--- config.mk ---
export PLATFORM = sky130hd
export DESIGN_NAME = mips_load_store_unit
export DESIGN_NICKNAME = d
export VERILOG_FILES = /design/src/rtl/mips_load_store_unit.sv
export SDC_FILE = /design/constraint.sdc
export NUM_CORES = 1
export LEC_CHECK = 0
export CAP_MARGIN = 20
export CORE_UTILIZATION = 49
export DETAILED_ROUTE_END_ITERATION = 8
export HOLD_SLACK_MARGIN = 0.02
export PLACE_DENSITY = 0.86
export SKIP_LAST_GASP = 1
export SLEW_MARGIN = 20
export SYNTH_ARGS = -nofsm -noshare
export SYNTH_HDL_FRONTEND = slang
export SYNTH_SLANG_ARGS = --single-unit
--- constraint.sdc ---
create_clock -name clk -period 5.4 [get_ports clk]
set_input_delay 1.08 -clock clk [delete_from_list [all_inputs] [get_ports clk]]
set_output_delay 1.08 -clock clk [all_outputs]
set_load 0.005 [all_outputs]
--- src/rtl/mips_load_store_unit.sv ---
// mips_load_store_unit
// Load/store unit between the EX/MEM stage and a word-wide data memory.
// Big-endian byte lanes (offset 0 = bits 31:24). Sub-word stores are done
// as read-modify-write because the memory only writes whole words.
// Optional feature macro: LSU_MISALIGN_TRAP_EN. When it is defined,
// misaligned halfword/word accesses are rejected with resp_error. When it is
// undefined, the low address bits are cleared and the access proceeds.
module mips_load_store_unit (
    input  logic        clk,
    input  logic        rst,
    input  logic        req_valid,
    output logic        req_ready,
    input  logic        req_write,
    input  logic [1:0]  req_size,
    input  logic        req_unsigned,
    input  logic [31:0] req_addr,
    input  logic [31:0] req_wdata,
    output logic        resp_valid,
    output logic [31:0] resp_rdata,
    output logic        resp_error,
    output logic [31:0] mem_address,
    output logic [31:0] mem_write_data,
    output logic        sig_mem_read,
    output logic        sig_mem_write,
    input  logic [31:0] mem_read_data
);

    localparam logic [1:0] S_IDLE  = 2'd0;
    localparam logic [1:0] S_READ  = 2'd1;
    localparam logic [1:0] S_WRITE = 2'd2;
    localparam logic [1:0] S_RESP  = 2'd3;

    localparam logic [1:0] SZ_BYTE = 2'b00;
    localparam logic [1:0] SZ_HALF = 2'b01;
    localparam logic [1:0] SZ_WORD = 2'b10;
    localparam logic [1:0] SZ_RSVD = 2'b11;

    logic [1:0]  r_state;
    logic        r_write;
    logic [1:0]  r_size;
    logic        r_unsigned;
    logic [1:0]  r_offset;
    logic [15:0] r_wdata;

    logic        w_accept;
    logic        w_misalign;
    logic [1:0]  w_off_eff;

    // Pick the addressed lane out of a memory word and extend it to 32 bits.
    function automatic logic [31:0] f_extract(input logic [31:0] word,
                                              input logic [1:0]  size,
                                              input logic [1:0]  off,
                                              input logic        uns);
        logic [7:0]  b;
        logic [15:0] h;
        logic [31:0] res;
        case (off)
            2'd0:    b = word[31:24];
            2'd1:    b = word[23:16];
            2'd2:    b = word[15:8];
            default: b = word[7:0];
        endcase
        if (off[1]) begin
            h = word[15:0];
        end else begin
            h = word[31:16];
        end
        case (size)
            SZ_BYTE: res = uns ? {24'd0, b} : {{24{b[7]}}, b};
            SZ_HALF: res = uns ? {16'd0, h} : {{16{h[15]}}, h};
            default: res = word;
        endcase
        return res;
    endfunction

    // Replace the addressed lane(s) of a memory word with right-justified store data.
    function automatic logic [31:0] f_merge(input logic [31:0] word,
                                            input logic [1:0]  size,
                                            input logic [1:0]  off,
                                            input logic [15:0] wd);
        logic [31:0] res;
        res = word;
        case (size)
            SZ_BYTE: begin
                case (off)
                    2'd0:    res[31:24] = wd[7:0];
                    2'd1:    res[23:16] = wd[7:0];
                    2'd2:    res[15:8]  = wd[7:0];
                    default: res[7:0]   = wd[7:0];
                endcase
            end
            SZ_HALF: begin
                if (off[1]) begin
                    res[15:0] = wd;
                end else begin
                    res[31:16] = wd;
                end
            end
            default: res = word;
        endcase
        return res;
    endfunction

    assign req_ready = (r_state == S_IDLE) && !rst;

    // Decode the incoming request: acceptance, alignment check and effective lane offset.
    always_comb begin
        w_accept = req_valid && req_ready;
`ifdef LSU_MISALIGN_TRAP_EN
        w_misalign = ((req_size == SZ_HALF) && req_addr[0]) ||
                     ((req_size == SZ_WORD) && (req_addr[1:0] != 2'b00));
        w_off_eff  = req_addr[1:0];
`else
        w_misalign = 1'b0;
        case (req_size)
            SZ_HALF: w_off_eff = {req_addr[1], 1'b0};
            SZ_WORD: w_off_eff = 2'b00;
            default: w_off_eff = req_addr[1:0];
        endcase
`endif
    end

    // Sequence IDLE -> (READ) -> (WRITE) -> RESP and register every memory/response output.
    always_ff @(posedge clk) begin
        if (rst) begin
            r_state        <= S_IDLE;
            r_write        <= 1'b0;
            r_size         <= 2'b00;
            r_unsigned     <= 1'b0;
            r_offset       <= 2'b00;
            r_wdata        <= 16'd0;
            resp_valid     <= 1'b0;
            resp_rdata     <= 32'd0;
            resp_error     <= 1'b0;
            mem_address    <= 32'd0;
            mem_write_data <= 32'd0;
            sig_mem_read   <= 1'b0;
            sig_mem_write  <= 1'b0;
        end else begin
            case (r_state)
                S_IDLE: begin
                    if (w_accept) begin
                        r_write    <= req_write;
                        r_size     <= req_size;
                        r_unsigned <= req_unsigned;
                        r_offset   <= w_off_eff;
                        r_wdata    <= req_wdata[15:0];
                        if ((req_size == SZ_RSVD) || w_misalign) begin
                            // Rejected: answer next cycle without touching memory.
                            r_state    <= S_RESP;
                            resp_valid <= 1'b1;
                            resp_error <= 1'b1;
                            resp_rdata <= 32'd0;
                        end else if (req_write && (req_size == SZ_WORD)) begin
                            r_state        <= S_WRITE;
                            mem_address    <= {req_addr[31:2], 2'b00};
                            mem_write_data <= req_wdata;
                            sig_mem_write  <= 1'b1;
                        end else begin
                            // Loads and sub-word stores both start with a read.
                            r_state      <= S_READ;
                            mem_address  <= {req_addr[31:2], 2'b00};
                            sig_mem_read <= 1'b1;
                        end
                    end else begin
                        r_state <= S_IDLE;
                    end
                end
                S_READ: begin
                    sig_mem_read <= 1'b0;
                    if (r_write) begin
                        r_state        <= S_WRITE;
                        mem_write_data <= f_merge(mem_read_data, r_size, r_offset, r_wdata);
                        sig_mem_write  <= 1'b1;
                    end else begin
                        r_state    <= S_RESP;
                        resp_valid <= 1'b1;
                        resp_error <= 1'b0;
                        resp_rdata <= f_extract(mem_read_data, r_size, r_offset, r_unsigned);
                    end
                end
                S_WRITE: begin
                    r_state       <= S_RESP;
                    sig_mem_write <= 1'b0;
                    resp_valid    <= 1'b1;
                    resp_error    <= 1'b0;
                    resp_rdata    <= 32'd0;
                end
                S_RESP: begin
                    r_state    <= S_IDLE;
                    resp_valid <= 1'b0;
                    resp_error <= 1'b0;
                end
                default: begin
                    r_state       <= S_IDLE;
                    sig_mem_read  <= 1'b0;
                    sig_mem_write <= 1'b0;
                    resp_valid    <= 1'b0;
                    resp_error    <= 1'b0;
                end
            endcase
        end
    end

endmodule

==> key figures, run 1 <==
Routing
  • Final ANT Viol Nets: 0
  • Drt total wl: 19900 um
  • Drt drc: 20
  • Iteration-0 DRC Markers: 600
  • DRT Pass-1 Iters: 9
  • Vias per cell: 6.19
  • WL per Instance: 19.4 um
  • Via count: 6354

Timing
  • Max-slew violations: 0
  • Minimum clock period: 3370 ps
  • Slew margin rel.: 28.8%
  • Final hold vios: 0
  • Fin crit share: 62.4%
  • Worst-margin pin slew: 1070 ps
  • Final TNS setup: 0 ps
  • Max Clk Rate: 297 MHz
  • Setup violations, final: 0
  • RSZ-0062 raised after global routing: false
  • Clock Skew: 8.09 ps

Logic synthesis
  • Async SR Flop Fraction: 0%
  • Register area share after synthesis: 41.5%
  • Post-synthesis register bit count: 122
  • Number of synthesized flops with an enable pin: 0
  • Syn Area/Cell: 8.27 um^2
  • Top FF cell, synth: dfxtp_1
  • Synth unique cells: 51
  • Cell count after synthesis: 711
  • Synth warnings: 0
  • Post-synthesis instance area: 0.00588 mm^2

Hold path
  • Hold path startpoint: mem_write_data[24]
  • Worst hold path type: flip-flop to flip-flop
  • Worst hold path stage count: 2

Clocking
  • # Post-CTS Setup Buffers: 0
  • Clock slew at reported path FFs: 50 ps
  • CTS H-tree lvls: 4
  • Root buf cell: clkbuf_16
  • Clock tree buffer depth: 2
  • Total CTS buffers: 17
  • Hold_buf cts: 0
  • Clk sinks: 122
  • Worst skew pair latency: 430 ps
  • TritonCTS clock tree: done
  • Post-CTS sizing: 0

Power
  • Max VDD drop: 0.000208 V
  • Pwr Total: 2.65 mW
  • Lkg Pwr: 3.14 nW
  • Power per standard cell area: 315 mW/mm^2

Job
  • Max_cap viols: 0

Layout
  • # fillers: 904
  • Final Non-Filler Cells: 1027
  • Most common cell after layout, fill and taps aside: clkdlybuf4s50_1
  • Fin nets: 988
  • FF/Latch Area: 0.00244 mm^2
  • Multi-input logic area: 0.00313 mm^2
  • Layout cell share with drive strength beyond 1: 6.11%
  • Synth-to-layout area growth: 43.0%
  • Antenna Cells: 0
  • Commonest cells after routing, fill and taps aside: 200 x clkdlybuf4s50_1, 143 x nand2_1, 122 x dfxtp_1, 42 x a21oi_1, 41 x o21ai_0
  • Post-Route Utilization: 72.7%

Global route
  • Overflow after GRT: 0
  • Vias in the first global route: 6163
  • First-pass GRT wire length: 31500 um
  • Largest net degree at the start of global routing: 66
  • Initial antenna violation count: 0
  • Total Routing Usage GR: 32.2%

Critical path
  • CP Class: primary input to flip-flop
  • Crit path required time: 5740 ps
  • Reg-to-Reg Start: r_state[1]
  • Crit path max fanout: 19
  • Crit path from: req_size[0]
  • Worst EP arrival: 3710 ps
  • Element type at the critical path start: primary input
  • CP Capture Type: flip-flop
  • FF-to-FF path depth: 8

Floorplanning
  • # rows: 39
  • Die area: 0.0124 mm^2
  • Core area: 0.0116 mm^2
  • Initial Utilization: 50.9%
  • Die H: 112 um
  • Chip Width: 112 um
  • Num ports: 204

Placement
  • Hpwl dp: 14000 um
  • Placed Cells: 1000
  • GP Congestion: 0.917
  • # port buffers: 201

Run status
  • Status: finished, violations left
  • Failing checks: design-rule violations
==> path summary, 6_finish.rpt <==
| kind | slack, ps | endpoint |
|---|---|---|
| max | 2030 | mem_write_data[10] |
| min | 450 | mem_write_data[24] |
| max reg2reg | 2580 | mem_write_data[10] |
| min reg2reg | 450 | mem_write_data[24] |
==> cell usage after synthesis, drive strengths merged, types with 6 or more instances <==
library cell	instances	area share [%]
nor2b	8	0.85
nor2	26	1.7
nand2b	17	1.8
o22ai	13	1.4
o31ai	7	0.89
o21ai	45	3.8
nand3b	21	2.7
a32o	7	1.2
a21o	6	0.77
ha	9	1.9
a32oi	22	3.3
nand3	24	2.0
nor3b	7	0.89
a211oi	9	1.1
a31oi	16	1.7
clkbuf	49	3.1
a21oi	42	3.6
mux2	7	1.5
dfxtp	122	42
a221o	17	2.9
a22o	29	4.3
inv	11	0.70
nand2	143	9.1
buf	18	1.8
o221a	6	1.1
==> metal layers <==
layer,track usage (%),up-vias,part of all wire [%],routed length [um]
met3,9.15,67,10,2060
li1,-,2904,-,-
met1,37.7,2990,39,7750
met2,51.9,393,46,9160
met4,20.6,0,4.6,916
met5,0,-,0,0
==> worst max-delay path, cell delays in order <==
cell             delay (ps)
clkdlybuf4s50_1         490
ha_1                    330
nand4b_1                270
a2111oi_4               900
buf_4                   350
o21ai_0                 100
o21ai_0                 180
==> where the power goes <==
group          internal, mW  switching (mW)  leakage (nW)
Sequential            0.976          0.0597         0.994
Clock                 0.651           0.378         0.260
Combinational         0.290           0.294          1.89
Total                  1.92           0.731          3.14
==> registers in the layout (all words and copies together) (netlist names) <==
name	flops
r_state	2
resp_rdata	32
r_unsigned	1
sig_mem_write	1
r_wdata	16
r_write	1
mem_address	30
r_offset	2
resp_valid	1
mem_write_data	32
resp_error	1
r_size	2
sig_mem_read	1
==> per-stage QoR <==
stage	hold WS [ps]	instance area (um^2)	setup WS (ps)
2_1_floorplan	443	5890	2830
3_3_place_gp	438	7880	1770
3_5_place_dp	441	7890	1670
4_1_cts	448	8410	2080
5_1_grt	472	8410	1860
6_report	447	8410	2030
==> cell type report <==
cell class,instances,area share [%]
Inverter,12,0.535
Sequential cell,122,29.0
Multi-Input combinational cell,511,37.2
Tap cell,143,2.13
Timing Repair Buffer,212,24.8
Clock buffer,23,5.68
Clock inverter,4,0.535
==> kinds of logic (layout without fill, tap and decap cells) <==
kind of cell               Yosys count  count (layout)  synth area share, %
DFF                                122             122                 41.5
AOI/OAI and AO/OA                  229             229                 27.8
other                                1               2               0.0637
buffers and inverters               79             251                 5.72
adders and majority gates            9               9                 1.91
muxes                                9               9                 1.81
and+or+nand+nor                    262             262                 21.2
(Power assumes the default switching activity.)
==> run 2, diff against run 1 <==
- CORE_UTILIZATION: 49 -> 46
- PLACE_DENSITY: 0.86 -> 0.81
- clock period: 5.4 -> 3.5 ns (I/O delays scaled with it)
==> run 2 against run 1 <==
  * Via count fell by 1.2%
  * Sequential power rose by 53%
  * Cell count rose by 3.5%
  * Critical path type is now flip-flop to output pin
  * Power rose by 67%
  * Largest cell class unchanged
  * Die area rose by 6.4%
  * Flip-flop and latch count did not move
  * The flow now finishes without violations
  * Combinational power rose by 57%
  * Register-to-register slack got worse by 1800 ps
==> key figures, run 2 (synthesized netlist as in run 1, its figures left out) <==
Floorplanning
  • # rows: 40 (+2.6%)
  • Core area: 0.0123 mm^2 (+6.0%)
  • Num ports: 204 (unchanged)
  • Chip Width: 115 um (+3.2%)
  • Initial Utilization: 48.0% (-2.9 points)
  • Die area: 0.0132 mm^2 (+6.4%)
  • Die H: 115 um (+3.2%)

Global route
  • Overflow after GRT: 0 (unchanged)
  • First-pass GRT wire length: 30900 um (-1.9%)
  • Initial antenna violation count: 0 (unchanged)
  • Largest net degree at the start of global routing: 37 (-44%)
  • Total Routing Usage GR: 30.2% (-2.0 points)
  • Vias in the first global route: 6006 (-2.5%)

Layout
  • Layout cell share with drive strength beyond 1: 7.60% (+1.5 points)
  • # fillers: 947 (+4.8%)
  • Antenna Cells: 0 (unchanged)
  • Commonest cells after routing, fill and taps aside: 200 x clkdlybuf4s50_1, 143 x nand2_1, 122 x dfxtp_1, 42 x a21oi_1, 41 x o21ai_0
  • FF/Latch Area: 0.00244 mm^2 (unchanged)
  • Fin nets: 995 (+0.71%)
  • Multi-input logic area: 0.00313 mm^2 (about the same)
  • Most common cell after layout, fill and taps aside: clkdlybuf4s50_1
  • Synth-to-layout area growth: 46.5%
  • Largest regs: mem_write_data x32, resp_rdata x32, mem_address x30

Routing
  • M1 WL: 8460 um (+9.2%)
  • WL met3: 1810 um (-12%)
  • Final ANT Viol Nets: 0 (unchanged)
  • Vias per cell: 5.91 (-4.5%)
  • Via count: 6278 (-1.2%)
  • Drt drc: 0 (-100%)
  • Met2 wire length: 9120 um (-0.47%)
  • Iteration-0 DRC Markers: 460 (-23%)
  • Drt total wl: 20000 um (+0.33%)
  • DRT Pass-1 Iters: 5 (-4)
  • WL per Instance: 18.8 um (-3.1%)
  • Max Used Layer: met4

Clocking
  • Clock slew at reported path FFs: 60 ps (about the same)
  • Total CTS buffers: 17 (unchanged)
  • Clock tree buffer depth: 2 (unchanged)
  • Post-CTS sizing: 0 (unchanged)
  • Clk sinks: 122 (unchanged)
  • TritonCTS clock tree: done
  • Hold_buf cts: 0 (unchanged)
  • Worst skew pair latency: 420 ps (about the same)
  • CTS H-tree lvls: 4 (unchanged)
  • # Post-CTS Setup Buffers: 0 (unchanged)
  • Root buf cell: clkbuf_16

Placement
  • Hpwl dp: 14500 um (+3.5%)
  • GP Congestion: 0.889 (-3.0%)
  • # port buffers: 201 (unchanged)

Critical path
  • Crit path required time: 2800 ps (-2940 ps)
  • Crit path max fanout: 11 (-8)
  • CP Capture Type: output pin
  • Element type at the critical path start: flip-flop
  • CP Class: flip-flop to output pin
  • Worst EP arrival: 2270 ps (-1440 ps)

Timing
  • Minimum clock period: 2970 ps
  • RSZ-0062 raised after global routing: false
  • Max-slew violations: 0 (unchanged)
  • Slew margin rel.: 45.2% (+16 points)
  • Max Clk Rate: 337 MHz
  • Final TNS setup: 0 ps (unchanged)
  • Final hold vios: 0 (unchanged)
  • Fin crit share: 84.9%
  • Setup violations, final: 0 (unchanged)
  • Worst-margin pin slew: 820 ps (-247 ps)
  • Clock Skew: 8.54 ps (+0.456 ps)

Hold path
  • Worst hold path type: flip-flop to flip-flop

Power
  • Power per standard cell area: 514 mW/mm^2 (+63%)
  • Lkg Pwr: 3.22 nW (+2.4%)
  • Max VDD drop: 0.000338 V (+63%)
  • Pwr Total: 4.43 mW (+67%)

Job
  • Max_cap viols: 0 (unchanged)

Run status
  • Status: finished clean
run 2: cell count changes in the layout (fill, tap and decap cells not counted):
cell	before	now
clkbuf_8	3	2
clkinv_4	0	1
nor2_4	1	0
nor2_2	0	1
clkbuf_1	3	1
buf_4	11	18
ha_1	9	8
clkinv_2	3	1
bufinv_16	1	5
ha_2	0	1
clkinvlp_4	0	4
run 2: area by class of cell:
| cell class | count | share of cell area (%) |
|---|---|---|
| clock buffers | 20 | 5.30 |
| clock inverters | 11 | 2.25 |
| inverters | 12 | 0.522 |
| multi-input cells | 511 | 36.3 |
| flip-flops and latches | 122 | 28.3 |
| well taps | 168 | 2.44 |
| repair buffers | 219 | 24.8 |
run 2: report_power, final:
part	internal, mW	total (mW)	switching [mW]	leakage, nW
clock	1.29	1.92	0.627	0.304
sequential	1.51	1.59	0.0886	0.994
combinational	0.457	0.917	0.460	1.92
total	3.26	4.43	1.18	3.22
run 2: per-stage QoR:
step / cell area (um^2) / setup slack [ps] / hold slack (ps) / std cells / util [%]
2_1_floorplan: 5890 / 1310 / 443 / 712 / -
3_3_place_gp: 7970 / 634 / 436 / 1032 / 65.0
3_5_place_dp: 7970 / 476 / 447 / 1032 / 65.0
4_1_cts: 8620 / 521 / 454 / 1063 / 70.3
5_1_grt: 8620 / 390 / 470 / 1063 / 70.3
6_report: 8620 / 529 / 452 / 1063 / 70.3
run 2: worst paths after layout:
kind                         from              end  slack [ps]  depth (start not counted)
hold reg to reg   mem_address[28]  mem_address[28]         450                          2
setup reg to reg       r_state[1]   resp_rdata[29]         810                          6
setup / recovery       r_state[0]        req_ready         530                          4
hold / removal    mem_address[28]  mem_address[28]         450                          2
run 2: worst max-delay path, cell delays in order (launching register included):
cell and delay (ps):
dfxtp_1 350, inv_1 130, ha_1 440, nor2b_1 350, clkdlybuf4s50_1 580
run 2: routing by layer:
layer | up-vias | global-route usage, %
li1 | 2922 | -
met1 | 2986 | 38.0
met2 | 331 | 49.0
met3 | 39 | 8.01
met4 | 0 | 13.0
met5 | - | 0
